**config.mk**
```make
export PLATFORM = sky130hd
export DESIGN_NAME = downscale_block_16
export DESIGN_NICKNAME = d
export VERILOG_FILES = /design/src/rtl/downscale_block_16.sv
export SDC_FILE = /design/constraint.sdc
export NUM_CORES = 1
export LEC_CHECK = 0
export CORE_ASPECT_RATIO = 0.5
export CORE_MARGIN = 5
export CORE_UTILIZATION = 59
export DETAILED_ROUTE_END_ITERATION = 10
export PLACE_DENSITY = 0.94
export SLEW_MARGIN = 0
export SYNTH_ARGS = -nofsm -noshare
export SYNTH_HDL_FRONTEND = slang
export SYNTH_SLANG_ARGS = --single-unit
```
**constraint.sdc**
```tcl
create_clock -name clock_i -period 3.25 [get_ports clock_i]
set_clock_uncertainty 0.2 [all_clocks]
set_input_delay 0.325 -clock clock_i [delete_from_list [all_inputs] [get_ports clock_i]]
set_output_delay 0.325 -clock clock_i [all_outputs]
set_load 0.02 [all_outputs]
```
**src/rtl/downscale_block_16.sv**
```systemverilog
// binary32 -> binary16 streaming converter, round-to-nearest-even, one registered stage.
// Optional: define DOWNSCALE_SATURATE_EN to clamp finite overflow to +/-max finite instead of +/-inf.
module downscale_block_16 #(
  parameter int data_size      = 16,
  parameter int number_of_data = 10
) (
  input  logic                          clock_i,
  input  logic                          reset_n_i,
  input  logic                          downscale_data_valid_i,
  input  logic signed [2*data_size-1:0] downscale_data_i,
  output logic                          downscale_data_valid_o,
  output logic        [data_size-1:0]   downscale_data_o
);

  if (data_size != 16 || number_of_data < 1) begin : g_bad_cfg
    $error("downscale_block_16: only data_size=16 and number_of_data>=1 are supported");
  end

`ifdef DOWNSCALE_SATURATE_EN
  localparam logic [14:0] OVF_MAG = 15'h7BFF;
`else
  localparam logic [14:0] OVF_MAG = 15'h7C00;
`endif

  logic               sgn;
  logic [7:0]         e32;
  logic [22:0]        frac;
  logic signed [9:0]  e16;
  logic               rnd_n;
  logic [14:0]        norm_sum;
  logic [4:0]         sub_k;
  logic [33:0]        sub_ext;
  logic               rnd_s;
  logic [14:0]        sub_sum;
  logic [15:0]        result;

  always_comb begin
    sgn  = downscale_data_i[31];
    e32  = downscale_data_i[30:23];
    frac = downscale_data_i[22:0];
    e16  = $signed({2'b00, e32}) - 10'sd112;

    // exponent and mantissa concatenated so a rounding carry bumps the exponent
    rnd_n    = frac[12] & ((|frac[11:0]) | frac[13]);
    norm_sum = {e16[4:0], frac[22:13]} + {14'd0, rnd_n};

    // below e16 = -11 the guard bit is already above the significand, result is zero
    sub_k   = (e16 < -10'sd11) ? 5'd11 : 5'(-e16);
    sub_ext = {1'b1, frac, 10'd0} >> sub_k;
    rnd_s   = sub_ext[23] & ((|sub_ext[22:0]) | sub_ext[24]);
    sub_sum = {5'd0, sub_ext[33:24]} + {14'd0, rnd_s};

    if (e32 == 8'hFF) begin
      result = (frac != 23'd0) ? {sgn, 15'h7E00} : {sgn, 15'h7C00};
    end else if (e32 == 8'h00) begin
      result = {sgn, 15'h0000};
    end else if (e16 > 10'sd30) begin
      result = {sgn, OVF_MAG};
    end else if (e16 >= 10'sd1) begin
      result = (norm_sum[14:10] == 5'h1F) ? {sgn, OVF_MAG} : {sgn, norm_sum};
    end else begin
      result = {sgn, sub_sum};
    end
  end

  always_ff @(posedge clock_i or negedge reset_n_i) begin
    if (!reset_n_i) begin
      downscale_data_valid_o <= 1'b0;
      downscale_data_o       <= '0;
    end else begin
      downscale_data_valid_o <= downscale_data_valid_i;
      if (downscale_data_valid_i) begin
        downscale_data_o <= result;
      end
    end
  end

endmodule

```
==> results of run 1 <==
==> per-layer routing <==
metal	GRT usage, %	overflow
met1	69.4	0
met2	83.8	1
met3	60.8	0
met4	63.6	4
met5	11.1	0
==> cell families after synthesis <==
group                      Yosys count
xor gates and xnor gates            27
DFF                                 17
adders and majority gates           10
and+or+nand+nor                    139
muxes                               11
AOI/OAI and AO/OA                  123
buffers and inverters               39
==> timing repair <==
item,4_1_cts
pin swaps,10
resized for setup,25
buffers inserted,5
setup endpoints to repair,11
==> synth_stat cells, types with 3 or more instances <==
cell type,n
nand4_1,6
a31oi_1,4
buf_2,6
mux2i_1,7
a21oi_1,18
buf_6,4
a32oi_2,3
dfrtp_1,17
nor3_1,15
xnor2_1,20
a32oi_1,3
ha_1,10
a21boi_0,5
nor4_1,6
a221oi_1,4
clkbuf_1,9
o21ai_0,20
o21ai_1,4
a21oi_2,3
xor2_1,4
inv_1,13
nand3_1,21
nor2b_1,3
o311ai_0,3
or3_1,4
nor2_1,37
o22ai_1,7
o221ai_1,3
nand2_1,27
==> stage by stage <==
stage | std cells | area, sq um
after floorplan | 366 | 2910
after global placement | 553 | 4040
after detailed placement | 553 | 4040
after CTS | 562 | 4240
==> run summary, run 1 <==
Max clock buf depth -> 2
Synth Area in Simple Gates -> 25.0%
Netlist cell types -> 90
Post-synth net total -> 411
Starting Density -> 60.1%
Average size of a mapped cell -> 7.96 sq um
Yosys warnings -> 0
Seq/Total Area, Yosys -> 14.6%
Gr usage total -> 68.9%
Asr flop ratio synth -> 100%
Mux cell area share after synthesis -> 4.47%
Root Buffer -> clkbuf_8
TritonCTS buffer count -> 3
I/O pins -> 52
Clock sink count -> 17
Final RePlAce weighted congestion -> 1.14
Largest net degree at the start of global routing -> 45
Synth top area cells -> dfrtp_1, xnor2_1, nor2_1
Die W -> 109 microns
Cells after synthesis -> 366
FF+latch count, synth -> 17
Post-synth EDFFs -> 0
Run status -> stopped before the end
Synth top area share -> 14.6%
Total global routing overflow -> 5
Top FF cell, synth -> dfrtp_1
Compound-cell area share of the yosys netlist -> 35.0%
Synth Area in Adders -> 4.30%
Largest family of logic cells by synthesized area -> compound AO/OA/AOI/OAI gates
Dpl hpwl -> 9450 microns
Worst End Pin Type -> sequential cell input
XOR/XNOR Fraction of Synth Area -> 9.28%
Synthesized area -> 2910 sq um
Last flow stage reached -> 5_1_grt
Port bufs -> 51
Post-Place Worst Slack -> -0.488 ns
Die Y -> 59.7 microns
H-Tree Depth -> 1
Hold-fix buffers, CTS -> 0
Worst endpoint after global-route timing repair -> downscale_data_o[9]$_DFFE_PN0P_/D
Synth area leader -> dfrtp_1
Stop err -> [ERROR GRT-0232] Routing congestion too high. Check the congestion heatmap in the GUI.
Cell row count -> 18
==> inputs of run 2 (changes only) <==
--- a/config.mk
+++ b/config.mk
@@ -5,11 +5,10 @@
 export SDC_FILE = /design/constraint.sdc
 export NUM_CORES = 1
 export LEC_CHECK = 0
-export CORE_ASPECT_RATIO = 0.5
 export CORE_MARGIN = 5
-export CORE_UTILIZATION = 59
+export CORE_UTILIZATION = 40
 export DETAILED_ROUTE_END_ITERATION = 10
-export PLACE_DENSITY = 0.94
+export PLACE_DENSITY_LB_ADDON = 0.15
 export SLEW_MARGIN = 0
 export SYNTH_ARGS = -nofsm -noshare
 export SYNTH_HDL_FRONTEND = slang
==> run summary, run 2 <==
Worst endpoint required time -> 3.22 ns
Post-Place Worst Slack -> -0.507 ns (-0.0189 ns)
Worst vdd rail ir drop -> 159 uV
Final RePlAce weighted congestion -> 0.972 (-15%)
Critical-path top delay cell -> clkdlybuf4s50_1
Hold Path End -> downscale_data_o[3]$_DFFE_PN0P_
Yosys warnings -> 0 (unchanged)
Most common cell in the synthesized netlist -> nor2_1
Area Overhead vs Synth -> 62.5%
Run status -> finished, final reports clean
Max-cap viol count -> 0
Clock sink count -> 17 (unchanged)
H-Tree Depth -> 1 (unchanged)
Max Clk Rate -> 324 MHz
Starting Density -> 40.6% (-20 points)
Total global routing overflow -> 0
Setup CP Type -> input pin to flop
CP max stage delay -> 0.77 ns
Hold Startpoint -> downscale_data_o[3]$_DFFE_PN0P_
Kind of end point of the critical path -> flop
Top FF cell, synth -> dfrtp_1
Max FFs per register -> 16
R2r worst-path depth -> 7
# DRC -> 0
Clk pin slew, worst setup/hold paths -> 0.06 ns
Reg with most FFs -> downscale_data_o
DRT Pass-1 Iters -> 5
Critical path, cell by cell -> clkdlybuf4s50_1 -> ha_4 -> nand2_4 -> nor4_4 -> mux2_4 -> a32o_2 -> a41oi_2 -> buf_4 -> a311oi_1 -> o21a_1 -> a31oi_2
Core area -> 7180 sq um
ANT cells -> 0
Dpl hpwl -> 8890 microns (-6.0%)
PD cells -> 246 nW/um^2
RSZ-0062 raised after global routing -> false
Seq/Total Area, Yosys -> 14.6% (unchanged)
Post-route non-filler standard cell count -> 630
Asr flop ratio synth -> 100% (unchanged)
Flop-to-flop setup slack -> 1.41 ns
Worst Path Arrival -> 3.05 ns
Commonest cells post-synth -> nor2_1, nand2_1, nand3_1
Initial DRC Count -> 296
Worst skew pair latency -> 0.25 ns
Number of global-route vias before repair -> 3,589
CP Launch Type -> input pin
Largest net degree at the start of global routing -> 45
Most frequent cells in the layout -> buf_4, nor2_1, clkdlybuf4s50_1
Fin nets -> 577
CTS tree -> done
Die Area -> 9080 sq um
Hold Fails Final Rpt -> 0
Hold-fix buffers, CTS -> 0 (unchanged)
Port bufs -> 51 (unchanged)
Post-synth EDFFs -> 0 (unchanged)
Via density -> 5.70
First-pass GRT wire length -> 18,300 microns
Share of post-route cells with drive strength above 1 -> 39.9%
Average size of a mapped cell -> 7.96 sq um (unchanged)
Cell row count -> 31 (+13)
Hold Crit Depth -> 2
Initial antenna violation count -> 0
Worst setup margin -> 0.168 ns
Synthesized area -> 2910 sq um (unchanged)
Critical Path Stages -> 11
CP max FO -> 7
Leakage power -> 2.03 nW
Root Buffer -> clkbuf_8
Synth top area share -> 14.6% (unchanged)
Die W -> 95.3 microns (-13%)
Post-synth net total -> 411 (unchanged)
Antenna Nets Post-Route -> 0
CP bufs+invs -> 2
Netlist cell types -> 90 (unchanged)
Top delay family on crit path -> buffers and inverters
Max clock buf depth -> 2 (unchanged)
Commonest non-fill, non-tap cell in the layout -> buf_4
Avg WL per Cell -> 18.4 microns
R2R Path End -> downscale_data_o[0]$_DFFE_PN0P_
Cells after synthesis -> 366 (unchanged)
Synth area leader -> dfrtp_1
FF+latch count, synth -> 17 (unchanged)
Synth top area cells -> dfrtp_1, xnor2_1, nor2_1
TritonCTS buffer count -> 3 (unchanged)
Final setup viols -> 0
Core Util, Final -> 65.9%
Drt total wl -> 11,600 microns
I/O pins -> 52 (unchanged)
Regs by FF count -> downscale_data_o: 16 flops, downscale_data_valid_o: 1 flops
Final Critical Period -> 3.08 ns
Die Y -> 95.3 microns (+60%)
Final period utilization -> 94.8%
Hold Path Class -> flop to flop
DR vias -> 3,592
Gr usage total -> 26.0%
Tightest Pin Transition -> 0.760 ns
R2r startpoint -> downscale_data_o[0]$_DFFE_PN0P_
Pins over their slew limit -> 0
Slew margin rel. -> 49.2%
Post-Place Cells -> 606 (+9.6%)
run 2: cell counts after synthesis:
No cell type changed its count.
run 2: how the worst max path moves through the flow:
stage	startpoint	end	slack, ns
final	downscale_data_i[14]	downscale_data_o[0]$_DFFE_PN0P_	0.17
after global routing	downscale_data_i[14]	downscale_data_o[0]$_DFFE_PN0P_	0.07
after CTS	downscale_data_i[28]	downscale_data_o[10]$_DFFE_PN0P_	0.004
after detailed placement	downscale_data_i[13]	downscale_data_o[0]$_DFFE_PN0P_	-0.51
after global placement	downscale_data_i[13]	downscale_data_o[0]$_DFFE_PN0P_	-0.47
after floorplan	downscale_data_i[23]	downscale_data_o[1]$_DFFE_PN0P_	0.02
run 2: logic make-up (layout without fill, tap and decap cells):
family	count (synthesis)	count (layout)	share of synthesized area (%)
adders and majority gates	10	10	4.30
AOI/OAI and AO/OA	123	123	35.0
muxes	11	11	4.47
xor gates and xnor gates	27	27	9.28
and+or+nand+nor	139	139	25.0
DFF	17	17	14.6
buffers and inverters	39	204	7.31
run 2: per-stage QoR:
| stage | TNS [ns] | hold slack, ns | cell area, sq um | total power, mW |
|---|---|---|---|---|
| detailed placement | -4.13 | 0.288 | 4270 | 0.941 |
| floorplan | 0 | -0.171 | 2910 | 0.610 |
| global placement | -3.84 | 0.281 | 4270 | 0.938 |
| finish | 0 | 0.297 | 4730 | 1.16 |
| CTS | 0 | 0.303 | 4500 | 1.12 |
| global route | 0 | 0.327 | 4730 | 1.23 |
run 2: area by class of cell:
cell class | count | area [sq um]
clock buffers | 3 | 41.3
clock inverters | 1 | 5.00
well taps | 99 | 124
inverters | 13 | 48.8
repair buffers | 187 | 1590
flip-flops and latches | 17 | 425
multi-input cells | 310 | 2490
fillers | 629 | 2440
run 2: repair_timing:
item,4_1_cts,5_1_grt
resized for setup,15,50
endpoints found under the setup margin,11,11
pin swaps,6,22
buffers inserted,16,4
run 2: power breakdown:
part	leakage, nW	switching, mW	internal (mW)	total [mW]
combinational	1.79	0.388	0.364	0.752
clock	0.0255	0.0776	0.0853	0.163
sequential	0.216	0.0122	0.235	0.248
total	2.03	0.478	0.685	1.16
run 2: worst min-delay path: cells and delay by family, from the launching register on:
family           cells  cell delay [ns]
AND/OR/NAND/NOR      1             0.05
flip-flops           1             0.34
AO/OA/AOI/OAI        1             0.06
run 2: metal layers:
layer	track usage, %	wire [microns]	part of all wire [%]	up-vias
li1	-	-	-	1717
met1	33.9	4830	42	1722
met2	44.4	5820	50	121
met3	3.08	566	4.9	32
met4	8.17	345	3.0	0
met5	0	0	0	-
Power figures use the tool's default switching activity.
